### src/rtl/cnn_pkg.sv
// Shared CNN front-end constants: default image geometry, kernel size and
// the 3x3 window element indices (k = r*3 + c).
package cnn_pkg;

  localparam int unsigned DATA_W      = 16;
  localparam int unsigned IMG_W       = 28;
  localparam int unsigned IMG_H       = 28;
  localparam int unsigned KERNEL_SIZE = 3;
  localparam int unsigned WIN_N       = KERNEL_SIZE * KERNEL_SIZE;

  localparam int unsigned WIN_TOP_LEFT  = 0;
  localparam int unsigned WIN_TOP_RIGHT = 2;
  localparam int unsigned WIN_MID_LEFT  = 3;
  localparam int unsigned WIN_CENTER    = 4;
  localparam int unsigned WIN_MID_RIGHT = 5;
  localparam int unsigned WIN_BOT_LEFT  = 6;
  localparam int unsigned WIN_NEWEST    = 8;

  function automatic int unsigned win_idx(input int unsigned r, input int unsigned c);
    return r * KERNEL_SIZE + c;
  endfunction

endpackage

### src/rtl/line_delay.sv
// Fixed-depth shift delay with enable; one image row of pixel history.
// Storage is deliberately not reset so it can map onto plain RAM/SRL.
module line_delay #(
  parameter int unsigned DATA_W = 16,
  parameter int unsigned DEPTH  = 28
) (
  input  logic              clk,
  input  logic              en,
  input  logic [DATA_W-1:0] d,
  output logic [DATA_W-1:0] q
);

  logic [DEPTH-1:0][DATA_W-1:0] sr;

  always_ff @(posedge clk) begin
    if (en) sr <= {sr[DEPTH-2:0], d};
  end

  assign q = sr[DEPTH-1];

endmodule

### src/rtl/line_buffer_3x3.sv
// Streaming 3x3 window generator over a raster-order pixel stream.
// Define LB_FRAME_DONE_EN to add the frame_done last-pixel pulse output.
module line_buffer_3x3
  import cnn_pkg::*;
#(
  parameter int unsigned DATA_W = cnn_pkg::DATA_W,
  parameter int unsigned IMG_W  = cnn_pkg::IMG_W,
  parameter int unsigned IMG_H  = cnn_pkg::IMG_H
) (
  input  logic                             clk,
  input  logic                             reset,
  input  logic                             flush,
  input  logic                             in_valid,
  input  logic [DATA_W-1:0]                in_data,
  output logic [cnn_pkg::WIN_N*DATA_W-1:0] win,
  output logic                             win_valid
`ifdef LB_FRAME_DONE_EN
  ,
  output logic                             frame_done
`endif
);

  localparam int unsigned COL_W = (IMG_W > 1) ? $clog2(IMG_W) : 1;
  localparam int unsigned ROW_W = (IMG_H > 1) ? $clog2(IMG_H) : 1;

  logic [COL_W-1:0]                col;
  logic [ROW_W-1:0]                row;
  logic [WIN_N-1:0][DATA_W-1:0]    win_q;
  logic [DATA_W-1:0]               tap0;
  logic [DATA_W-1:0]               tap1;
  logic                            accept;
  logic                            last_col;
  logic                            last_row;
  logic                            window_pos;

  assign accept     = in_valid & ~flush;
  assign last_col   = (col == COL_W'(IMG_W - 1));
  assign last_row   = (row == ROW_W'(IMG_H - 1));
  // Row/col gating keeps windows off row boundaries and off stale prior-frame rows
  assign window_pos = (row >= ROW_W'(KERNEL_SIZE - 1)) && (col >= COL_W'(KERNEL_SIZE - 1));

  line_delay #(.DATA_W(DATA_W), .DEPTH(IMG_W)) u_delay0 (
    .clk (clk),
    .en  (accept),
    .d   (in_data),
    .q   (tap0)
  );

  line_delay #(.DATA_W(DATA_W), .DEPTH(IMG_W)) u_delay1 (
    .clk (clk),
    .en  (accept),
    .d   (tap0),
    .q   (tap1)
  );

  // Position counters, window shift register and window strobe
  always_ff @(posedge clk or posedge reset) begin
    if (reset) begin
      col       <= '0;
      row       <= '0;
      win_q     <= '0;
      win_valid <= 1'b0;
    end else begin
      win_valid <= 1'b0;
      if (flush) begin
        col <= '0;
        row <= '0;
      end else if (in_valid) begin
        win_valid <= window_pos;
        if (last_col) begin
          col <= '0;
          row <= last_row ? '0 : row + ROW_W'(1);
        end else begin
          col <= col + COL_W'(1);
        end
        win_q <= {in_data, win_q[WIN_NEWEST], win_q[WIN_NEWEST-1],
                  tap0,    win_q[WIN_MID_RIGHT], win_q[WIN_CENTER],
                  tap1,    win_q[WIN_TOP_RIGHT], win_q[WIN_TOP_LEFT+1]};
      end
    end
  end

  assign win = win_q;

`ifdef LB_FRAME_DONE_EN
  always_ff @(posedge clk or posedge reset) begin
    if (reset) frame_done <= 1'b0;
    else       frame_done <= accept & last_col & last_row;
  end
`endif

endmodule

### config.mk
export PLATFORM = sky130hd
export DESIGN_NAME = line_buffer_3x3
export DESIGN_NICKNAME = d
export VERILOG_FILES = /design/src/rtl/cnn_pkg.sv /design/src/rtl/line_delay.sv /design/src/rtl/line_buffer_3x3.sv
export SDC_FILE = /design/constraint.sdc
export NUM_CORES = 1
export LEC_CHECK = 0
export CAP_MARGIN = 10
export CORE_MARGIN = 4
export CORE_UTILIZATION = 48
export CTS_CLUSTER_SIZE = 24
export DETAILED_ROUTE_END_ITERATION = 7
export GPL_TIMING_DRIVEN = 0
export PLACE_DENSITY = 0.72
export REMOVE_ABC_BUFFERS = 1
export SLEW_MARGIN = 15
export SYNTH_ARGS = -nofsm -noshare
export SYNTH_HDL_FRONTEND = slang
export SYNTH_SLANG_ARGS = --single-unit
### constraint.sdc
create_clock -name clk -period 5 [get_ports clk]
set_input_delay 1 -clock clk [delete_from_list [all_inputs] [get_ports clk]]
set_output_delay 1 -clock clk [all_outputs]
set_load 0.05 [all_outputs]
==> results.cfg, run 1 <==
[outcome]
status = completed

[synth]
ys.flop_type = edfxtp_1
syn-instance-count = 1267
synth-seq-cells = 1051
yosys.area.top_type_share = 0.816
synth_top_cells_by_count = edfxtp_1, dfrtp_1, mux2_2
synth-async-reset-ratio = 0.147
mappedNetlistArea_um2 = 33000
synth_area_leaders = edfxtp_1, dfrtp_1, mux2_2
synth_enable_flop_cells = 896
ys_warn_count = 0
syn_avg_cell_area_um2 = 26.0
yosysSeqAreaShare = 0.934
yosysTopAreaCell = edfxtp_1
yosysMostFrequentCell = edfxtp_1
yosys.cell_types.count = 36

[layout]
final_layout_size_suffix_gt1_frac = 0.197
post-route-util = 0.587
insertedDiodeCount = 0
final_cells = 2524
fillers = 4693
layout.nets = 1585
area_delta_synth_final_pct = 20.4

[grt]
grt_use_total = 0.109
grt.overflow.total = 0
grt_max_degree = 100
grt_pass1_vias = 12800
grt_pass1_wl_um = 66500
antenna_found_initial = 0

[pwr]
p_leak_nw = 13.6
peakVddDrop_mv = 0.343
power.density_nw_per_um2 = 499

[cts]
clkTransAtPathRegs_ps = 60
clock_tree.root_cell = clkbuf_16
postCtsResizedCells = 0
cts_tree = built
cts_made_buffers = 104
ctsHoldBuffers = 0
cts.sinks = 1051
clock_path_buffers = 3
htreeDepth = 3
clk_latency_ps = 630

[place]
port_buffers = 164
dp_cells = 2324
place.gp.congestion = 0.698
dp_hpwl_um = 21400

[die]
start_util = 0.488
coreArea_um2 = 67600
rows = 95
die_h_um = 270
top_level_ports = 165
die_w_um = 270
die-area_um2 = 73000

[setup_path]
crit_end = win[17]$_DFFE_PP0P_
reg2reg_from = col[0]$_DFFE_PP0P_
path_common_cell = buf_12
cp_slowest_cell = clkdlybuf4s50_1
cpLargestDelayFamily = buffers and inverters
worstPathCellList = clkdlybuf4s50_1 > nor2b_4 > buf_16 > buf_16 > buf_12 > buf_16 > buf_12 > buf_12 > buf_12 > buf_16 > buf_12 > buf_16 > buf_12 > buf_12 > buf_12 > mux2_2
ff2ff_setup_slack_ps = 3310
cp-start-kind = input pin
crit_type = in2reg
rr_worst_depth = 5
rr_endpoint = win_valid$_DFF_PP0_
cp_data_required_time_ps = 5500
worst_setup_path_end_kind = register
worstSetupStartpoint = flush
path_max_fanout = 32
worst-path-stages = 16
critPathBufInv = 14
cp.arrival_ps = 5200
max_stage_delay_ps = 710

[sta]
fin_crit_sh = 0.941
slew_violations = 0
finalSetupViolCount = 0
fmax_mhz = 213
fin_skew_ps = 15.4
tightest_slew_ps = 634
rsz0062_at_grt = no
maxSlewHeadroom = 0.577
finalHoldViolCount = 0
tns_ps = 0
fin_crit_ps = 4710
hold_slack_ps = 406

[drt]
drt-initial-drc-count = 922
vias = 12300
antenna_left = 0
remaining_drc_errors = 0
first_pass_iters = 5
avgViaCountPerCell = 4.87
wl_per_cell_um = 15.9
routed_wl_um = 40200

[hold_path]
hold_path_class = reg2reg

[job]
max_cap_violations = 0
==> report_power, final <==
group / internal [W] / switching (W) / total, W
Clock: 0.00429 / 0.00308 / 0.00736
Sequential: 0.0101 / 0.000243 / 0.0103
Combinational: 0.000732 / 0.00136 / 0.00209
Total: 0.0151 / 0.00468 / 0.0198
==> layer usage <==
layer  vias up  routed length, µm  track usage
li1       5619                  -            -
met1      6285              19600        0.162
met2       297              17300        0.154
met3        87               2260       0.0350
met4         0               1010       0.0386
met5         -                  0            0
==> worst min-delay path by stage <==
stage                               start  cells after the start                    endpoint
2_1_floorplan  u_delay0.sr[416]$_DFFE_PP_                      0     u_delay0.q[0]$_DFFE_PP_
5_1_grt        u_delay1.sr[213]$_DFFE_PP_                      0  u_delay1.sr[229]$_DFFE_PP_
3_3_place_gp    u_delay0.sr[15]$_DFFE_PP_                      0   u_delay0.sr[31]$_DFFE_PP_
6_report       u_delay0.sr[219]$_DFFE_PP_                      0  u_delay0.sr[235]$_DFFE_PP_
3_5_place_dp   u_delay0.sr[143]$_DFFE_PP_                      0  u_delay0.sr[159]$_DFFE_PP_
4_1_cts        u_delay0.sr[185]$_DFFE_PP_                      0  u_delay0.sr[201]$_DFFE_PP_
==> what timing repair did <==
action                                  in CTS  in global routing
setup buffers                                0                  3
endpoints found under the setup margin       1                  8
gates cloned                                 1                  0
==> metrics by stage <==
stage / instance area [µm²] / power (W) / setup slack, ps
detailed placement: 36400 / 0.0126 / -693
global route: 39700 / 0.0206 / 68.2
finish: 39700 / 0.0198 / 294
floorplan: 32800 / 0.0120 / -12880
CTS: 39700 / 0.0201 / 139
global placement: 35500 / 0.0127 / -18440
==> kinds of logic (layout without fill, tap and decap cells) <==
kind of cell,Yosys count,after routing,share of synthesized area
compound gates,13,13,0.00247
xor+xnor,1,1,0.000266
fa+ha+maj,4,4,0.00152
buf+inv,25,408,0.00649
flops,1051,1051,0.934
mux,147,147,0.0501
simple gates,26,27,0.00558
==> cell usage in the layout (no fill, tap or decap), types with 2 or more instances in the layout <==
cell             Yosys  layout
buf_16               0      10
dfrtp_1            155     155
nand2_1              3       3
clkbuf_16            0     106
nor2_1               5       5
ha_1                 4       4
o211ai_1             2       2
clkinv_8             0       2
mux2i_1              3       3
clkinv_1             0      15
buf_4                2       3
buf_12               0      28
mux2_1              10      10
a21oi_1              4       4
clkinvlp_4           0       2
edfxtp_1           896     896
inv_1                7       6
clkdlybuf4s50_1      0     164
clkinv_2             0      15
clkbuf_1             1      36
nand4_1              2       2
clkbuf_8             0       7
bufinv_16            0       5
clkinv_4             0       4
inv_6                0       3
or4_1                2       2
o21ai_0              3       3
mux2_2             134     134
==> final cells by class <==
class | instances | area, µm² | area share
clock buffer | 149 | 2880 | 0.0727
clock inverter | 47 | 410 | 0.0103
inverter | 7 | 33.8 | 0.000851
multi-input combinational | 192 | 1980 | 0.0500
sequential | 1051 | 30800 | 0.776
tap | 873 | 1090 | 0.0275
timing repair buffer | 205 | 2500 | 0.0630
==> registers in the layout, summed over array words and instances, names as in the netlist <==
register     cells
col              5
u_delay0.q      16
win_valid        1
u_delay1.sr    432
u_delay0.sr    432
win            144
u_delay1.q      16
row              5
Power figures use the tool's default switching activity.
==> inputs of run 2 (changes only) <==
--- a/config.mk
+++ b/config.mk
@@ -11,7 +11,7 @@
 export CTS_CLUSTER_SIZE = 24
 export DETAILED_ROUTE_END_ITERATION = 7
 export GPL_TIMING_DRIVEN = 0
-export PLACE_DENSITY = 0.72
+export PLACE_DENSITY = 0.7
 export REMOVE_ABC_BUFFERS = 1
 export SLEW_MARGIN = 15
 export SYNTH_ARGS = -nofsm -noshare
==> constraint.sdc (replaced) <==
create_clock -name clk -period 5.4 [get_ports clk]
set_input_delay 1.08 -clock clk [delete_from_list [all_inputs] [get_ports clk]]
set_output_delay 1.08 -clock clk [all_outputs]
set_load 0.05 [all_outputs]
==> results.cfg, run 2 (synthesis results as in run 1) <==
[setup_path]
crit_type = in2reg
cp_slowest_cell = clkdlybuf4s50_1
worstSetupStartpoint = in_valid
reg2reg_from = row[1]$_DFFE_PP0P_
cp-start-kind = input pin
cpLargestDelayFamily = buffers and inverters
rr_worst_depth = 4
path_max_fanout = 32
worst_setup_path_end_kind = register
rr_endpoint = row[3]$_DFFE_PP0P_
cp.arrival_ps = 5160
worst-path-stages = 14
crit_end = win[14]$_DFFE_PP0P_
cp_data_required_time_ps = 5890
path_common_cell = buf_12
ff2ff_setup_slack_ps = 3760
worstPathCellList = clkdlybuf4s50_1 > nor2b_4 > buf_16 > buf_16 > buf_12 > buf_16 > buf_12 > buf_12 > buf_12 > buf_12 > buf_16 > buf_12 > buf_12 > mux2_2
max_stage_delay_ps = 690
critPathBufInv = 12

[sta]
fmax_mhz = 214
slew_violations = 0
fin_crit_ps = 4680
maxSlewHeadroom = 0.550
tightest_slew_ps = 675
tns_ps = 0
setup_ws_ps = 722
finalSetupViolCount = 0
hold_slack_ps = 413
fin_crit_sh = 0.866
finalHoldViolCount = 0
fin_skew_ps = 9.40
rsz0062_at_grt = no

[die]
die-area_um2 = 73000
die_h_um = 270
top_level_ports = 165
coreArea_um2 = 67600
die_w_um = 270
rows = 95
start_util = 0.488

[grt]
grt_use_total = 0.109
grt.overflow.total = 0
grt_max_degree = 102
antenna_found_initial = 1
grt_pass1_vias = 12600
grt_pass1_wl_um = 66000

[cts]
postCtsSetupRepairBufs = 0
clk_latency_ps = 610
ctsHoldBuffers = 0
cts_made_buffers = 103
cts_tree = built
clock_path_buffers = 3
htreeDepth = 3
clock_tree.root_cell = clkbuf_16
clkTransAtPathRegs_ps = 60
cts.sinks = 1051
postCtsResizedCells = 0

[drt]
vias = 12200
wl_per_cell_um = 15.8
avgViaCountPerCell = 4.85
routed_wl_um = 39800
antenna_left = 0
drt-initial-drc-count = 951
remaining_drc_errors = 0
first_pass_iters = 4

[layout]
final_cells = 2517
layout.nets = 1582
final_layout_size_suffix_gt1_frac = 0.202
final_common_cell = edfxtp_1
fillers = 4660
area_delta_synth_final_pct = 21.2
insertedDiodeCount = 0
final_cell_mix = edfxtp_1, clkdlybuf4s50_1, dfrtp_1

[job]
max_cap_violations = 0

[place]
dp_cells = 2326
dp_hpwl_um = 20900
port_buffers = 164
pre_cts_ws_ps = 14.5
place.gp.congestion = 0.683

[pwr]
p_leak_nw = 13.8
peakVddDrop_mv = 0.378
power.density_nw_per_um2 = 470
finalPower_w = 0.0188

[hold_path]
min_path_cells = 0
hold_path_class = reg2reg

[outcome]
status = completed
==> run 2: changes by cell type in the layout (fill, tap and decap cells not counted), sizes merged <==
cell    before  now
clkinv      36   30
nor2b        3    2
inv         11    9
clkbuf     149  141
buf         41   40
bufinv       5   16
==> run 2: cell type report <==
class / instances / area, µm² / area share
multi-input combinational: 191 / 1980 / 0.0494
tap: 873 / 1090 / 0.0273
sequential: 1051 / 30800 / 0.770
clock buffer: 141 / 2870 / 0.0719
inverter: 7 / 33.8 / 0.000845
timing repair buffer: 204 / 2570 / 0.0643
clock inverter: 50 / 651 / 0.0163
==> run 2: report_power, final <==
group          internal [W]  switching (W)  total, W
logic              0.000683        0.00125   0.00194
clock network       0.00448        0.00281   0.00730
registers           0.00935       0.000227   0.00957
==> run 2: how the worst min path moves through the flow <==
stage | start | to | slack [ps]
floorplan | u_delay0.sr[416]$_DFFE_PP_ | u_delay0.q[0]$_DFFE_PP_ | 400
global placement | u_delay0.sr[0]$_DFFE_PP_ | u_delay0.sr[16]$_DFFE_PP_ | 400
detailed placement | u_delay0.sr[421]$_DFFE_PP_ | u_delay0.q[5]$_DFFE_PP_ | 400
finish | u_delay0.sr[347]$_DFFE_PP_ | u_delay0.sr[363]$_DFFE_PP_ | 410
CTS | u_delay0.sr[275]$_DFFE_PP_ | u_delay0.sr[291]$_DFFE_PP_ | 410
global route | u_delay0.sr[81]$_DFFE_PP_ | u_delay0.sr[97]$_DFFE_PP_ | 420
==> run 2: stage by stage <==
stage	cell area [µm²]	util
after CTS	40000	0.591
final	40000	0.591
after global placement	35500	0.525
after global routing	40000	0.591
after floorplan	32800	-
after detailed placement	36500	0.539
==> run 2: routing by layer <==
metal / wire length [µm] / GRT usage / vias to the layer above
met3: 2170 / 0.0339 / 95
met1: 19400 / 0.163 / 6219
met5: 0 / 0 / -
met2: 17100 / 0.151 / 276
met4: 1170 / 0.0419 / 0
li1: - / - / 5616
==> run 2: worst register-to-register path: cells and delay by family, from the launching register on <==
family                     cells  cell delay, ps
adders and majority gates      1             260
and+or+nand+nor                2             760
DFF                            1             420
AOI/OAI and AO/OA              1             120
==> inputs of run 3 (changes only) <==
--- a/config.mk
+++ b/config.mk
@@ -6,12 +6,14 @@
 export NUM_CORES = 1
 export LEC_CHECK = 0
 export CAP_MARGIN = 10
-export CORE_MARGIN = 4
+export CELL_PAD_IN_SITES_DETAIL_PLACEMENT = 1
+export CELL_PAD_IN_SITES_GLOBAL_PLACEMENT = 1
+export CORE_MARGIN = 1.5
 export CORE_UTILIZATION = 48
 export CTS_CLUSTER_SIZE = 24
 export DETAILED_ROUTE_END_ITERATION = 7
 export GPL_TIMING_DRIVEN = 0
-export PLACE_DENSITY = 0.7
+export PLACE_DENSITY = 0.76
 export REMOVE_ABC_BUFFERS = 1
 export SLEW_MARGIN = 15
 export SYNTH_ARGS = -nofsm -noshare
==> results.cfg, run 3 (synthesis results as in run 1) <==
[die]
die-area_um2 = 70300
start_util = 0.488
die_h_um = 265
rows = 95
top_level_ports = 165
die_w_um = 265
coreArea_um2 = 67600

[drt]
antenna_left = 0
vias = 12400
first_pass_iters = 5
wl_per_cell_um = 18.4
avgViaCountPerCell = 4.92
remaining_drc_errors = 0
routed_wl_um = 46400
drt-initial-drc-count = 754

[cts]
cts_tree = built
cts_made_buffers = 105
ctsHoldBuffers = 0
postCtsSetupRepairBufs = 0
clock_path_buffers = 3
clk_latency_ps = 630
cts.sinks = 1051
clock_tree.root_cell = clkbuf_16
clkTransAtPathRegs_ps = 60
postCtsResizedCells = 0
htreeDepth = 3

[layout]
final_area_um2 = 40200
layout.nets = 1584
final_layout_size_suffix_gt1_frac = 0.209
post-route-util = 0.595
final_cells = 2525
final_common_cell = edfxtp_1
final_cell_mix = edfxtp_1, clkdlybuf4s50_1, dfrtp_1
insertedDiodeCount = 0
fillers = 5390
area_delta_synth_final_pct = 22.0

[setup_path]
crit_type = in2reg
cp-start-kind = input pin
worst_setup_path_end_kind = register
cp.arrival_ps = 5040
cp_data_required_time_ps = 5730
path_max_fanout = 31

[sta]
finalSetupViolCount = 0
fin_crit_sh = 0.871
fmax_mhz = 213
rsz0062_at_grt = no
tightest_slew_ps = 655
maxSlewHeadroom = 0.564
finalHoldViolCount = 0
fin_crit_ps = 4710
fin_skew_ps = 14.4
slew_violations = 0
hold_slack_ps = 407
tns_ps = 0

[grt]
antenna_found_initial = 0
grt.overflow.total = 0
grt_pass1_vias = 13500
grt_pass1_wl_um = 76300
grt_use_total = 0.137
grt_max_degree = 102

[job]
max_cap_violations = 0

[place]
place.gp.congestion = 0.679
dp_hpwl_um = 25100
dpl_cell_area_um2 = 36400
port_buffers = 164
dp_cells = 2326

[pwr]
peakVddDrop_mv = 0.299
p_leak_nw = 13.9
power.density_nw_per_um2 = 480

[outcome]
status = completed

[hold_path]
hold_path_class = reg2reg
[run 3: cell count changes in the layout (fill, tap and decap cells not counted), moves of 3 or more]
| cell | previous run | this run |
|---|---|---|
| clkinv_1 | 12 | 7 |
| bufinv_16 | 16 | 21 |
| inv_6 | 1 | 4 |
| clkinvlp_4 | 2 | 5 |
| clkinv_2 | 18 | 14 |
| clkbuf_8 | 9 | 12 |
| clkinv_8 | 0 | 3 |
[run 3: final timing paths]
kind / end / depth (start not counted) / slack (ps) / startpoint
min in group asynchronous: win[90]$_DFFE_PP0P_ / 2 / 860 / reset
min: u_delay1.sr[410]$_DFFE_PP_ / 0 / 410 / u_delay1.sr[394]$_DFFE_PP_
max: u_delay1.sr[194]$_DFFE_PP_ / 14 / 690 / in_valid
min reg2reg: u_delay1.sr[410]$_DFFE_PP_ / 0 / 410 / u_delay1.sr[394]$_DFFE_PP_
max in group asynchronous: win[122]$_DFFE_PP0P_ / 3 / 3570 / reset
max reg2reg: row[0]$_DFFE_PP0P_ / 4 / 3640 / col[1]$_DFFE_PP0P_
[run 3: critical path: stages]
cell and delay [ps]:
clkdlybuf4s50_1 700, nor2b_4 610, buf_16 250, buf_16 200
buf_12 220, buf_16 190, buf_12 210, buf_12 210
buf_16 190, buf_12 210, buf_12 230, buf_16 200
buf_12 220, buf_16 210
[run 3: per-stage QoR]
step / power, W / setup slack [ps]
3_5_place_dp: 0.0117 / -60.4
6_report: 0.0193 / 694
4_1_cts: 0.0196 / 658
3_3_place_gp: 0.0118 / -18230
2_1_floorplan: 0.0111 / -12560
5_1_grt: 0.0200 / 440
[run 3: layer usage]
| metal | share of wire | vias to the layer above | track usage |
|---|---|---|---|
| met5 | 0 | - | 0 |
| met4 | 0.019 | 0 | 0.0463 |
| met3 | 0.046 | 71 | 0.0318 |
| met2 | 0.48 | 252 | 0.214 |
| met1 | 0.45 | 6478 | 0.192 |
| li1 | - | 5617 | - |
[run 3: power by group]
group	internal [W]	total, W	switching [W]
clock network	0.00482	0.00777	0.00295
registers	0.00935	0.00960	0.000250
logic	0.000683	0.00196	0.00128
total	0.0149	0.0193	0.00448
[run 3: final cells by class]
class / instances / area (µm²) / share of cell area
Sequential cell: 1051 / 30800 / 0.765
Clock buffer: 144 / 2940 / 0.0730
Timing Repair Buffer: 204 / 2560 / 0.0637
Multi-Input combinational cell: 191 / 1980 / 0.0491
Tap cell: 873 / 1090 / 0.0271
Clock inverter: 55 / 857 / 0.0213
Inverter: 7 / 33.8 / 0.000839
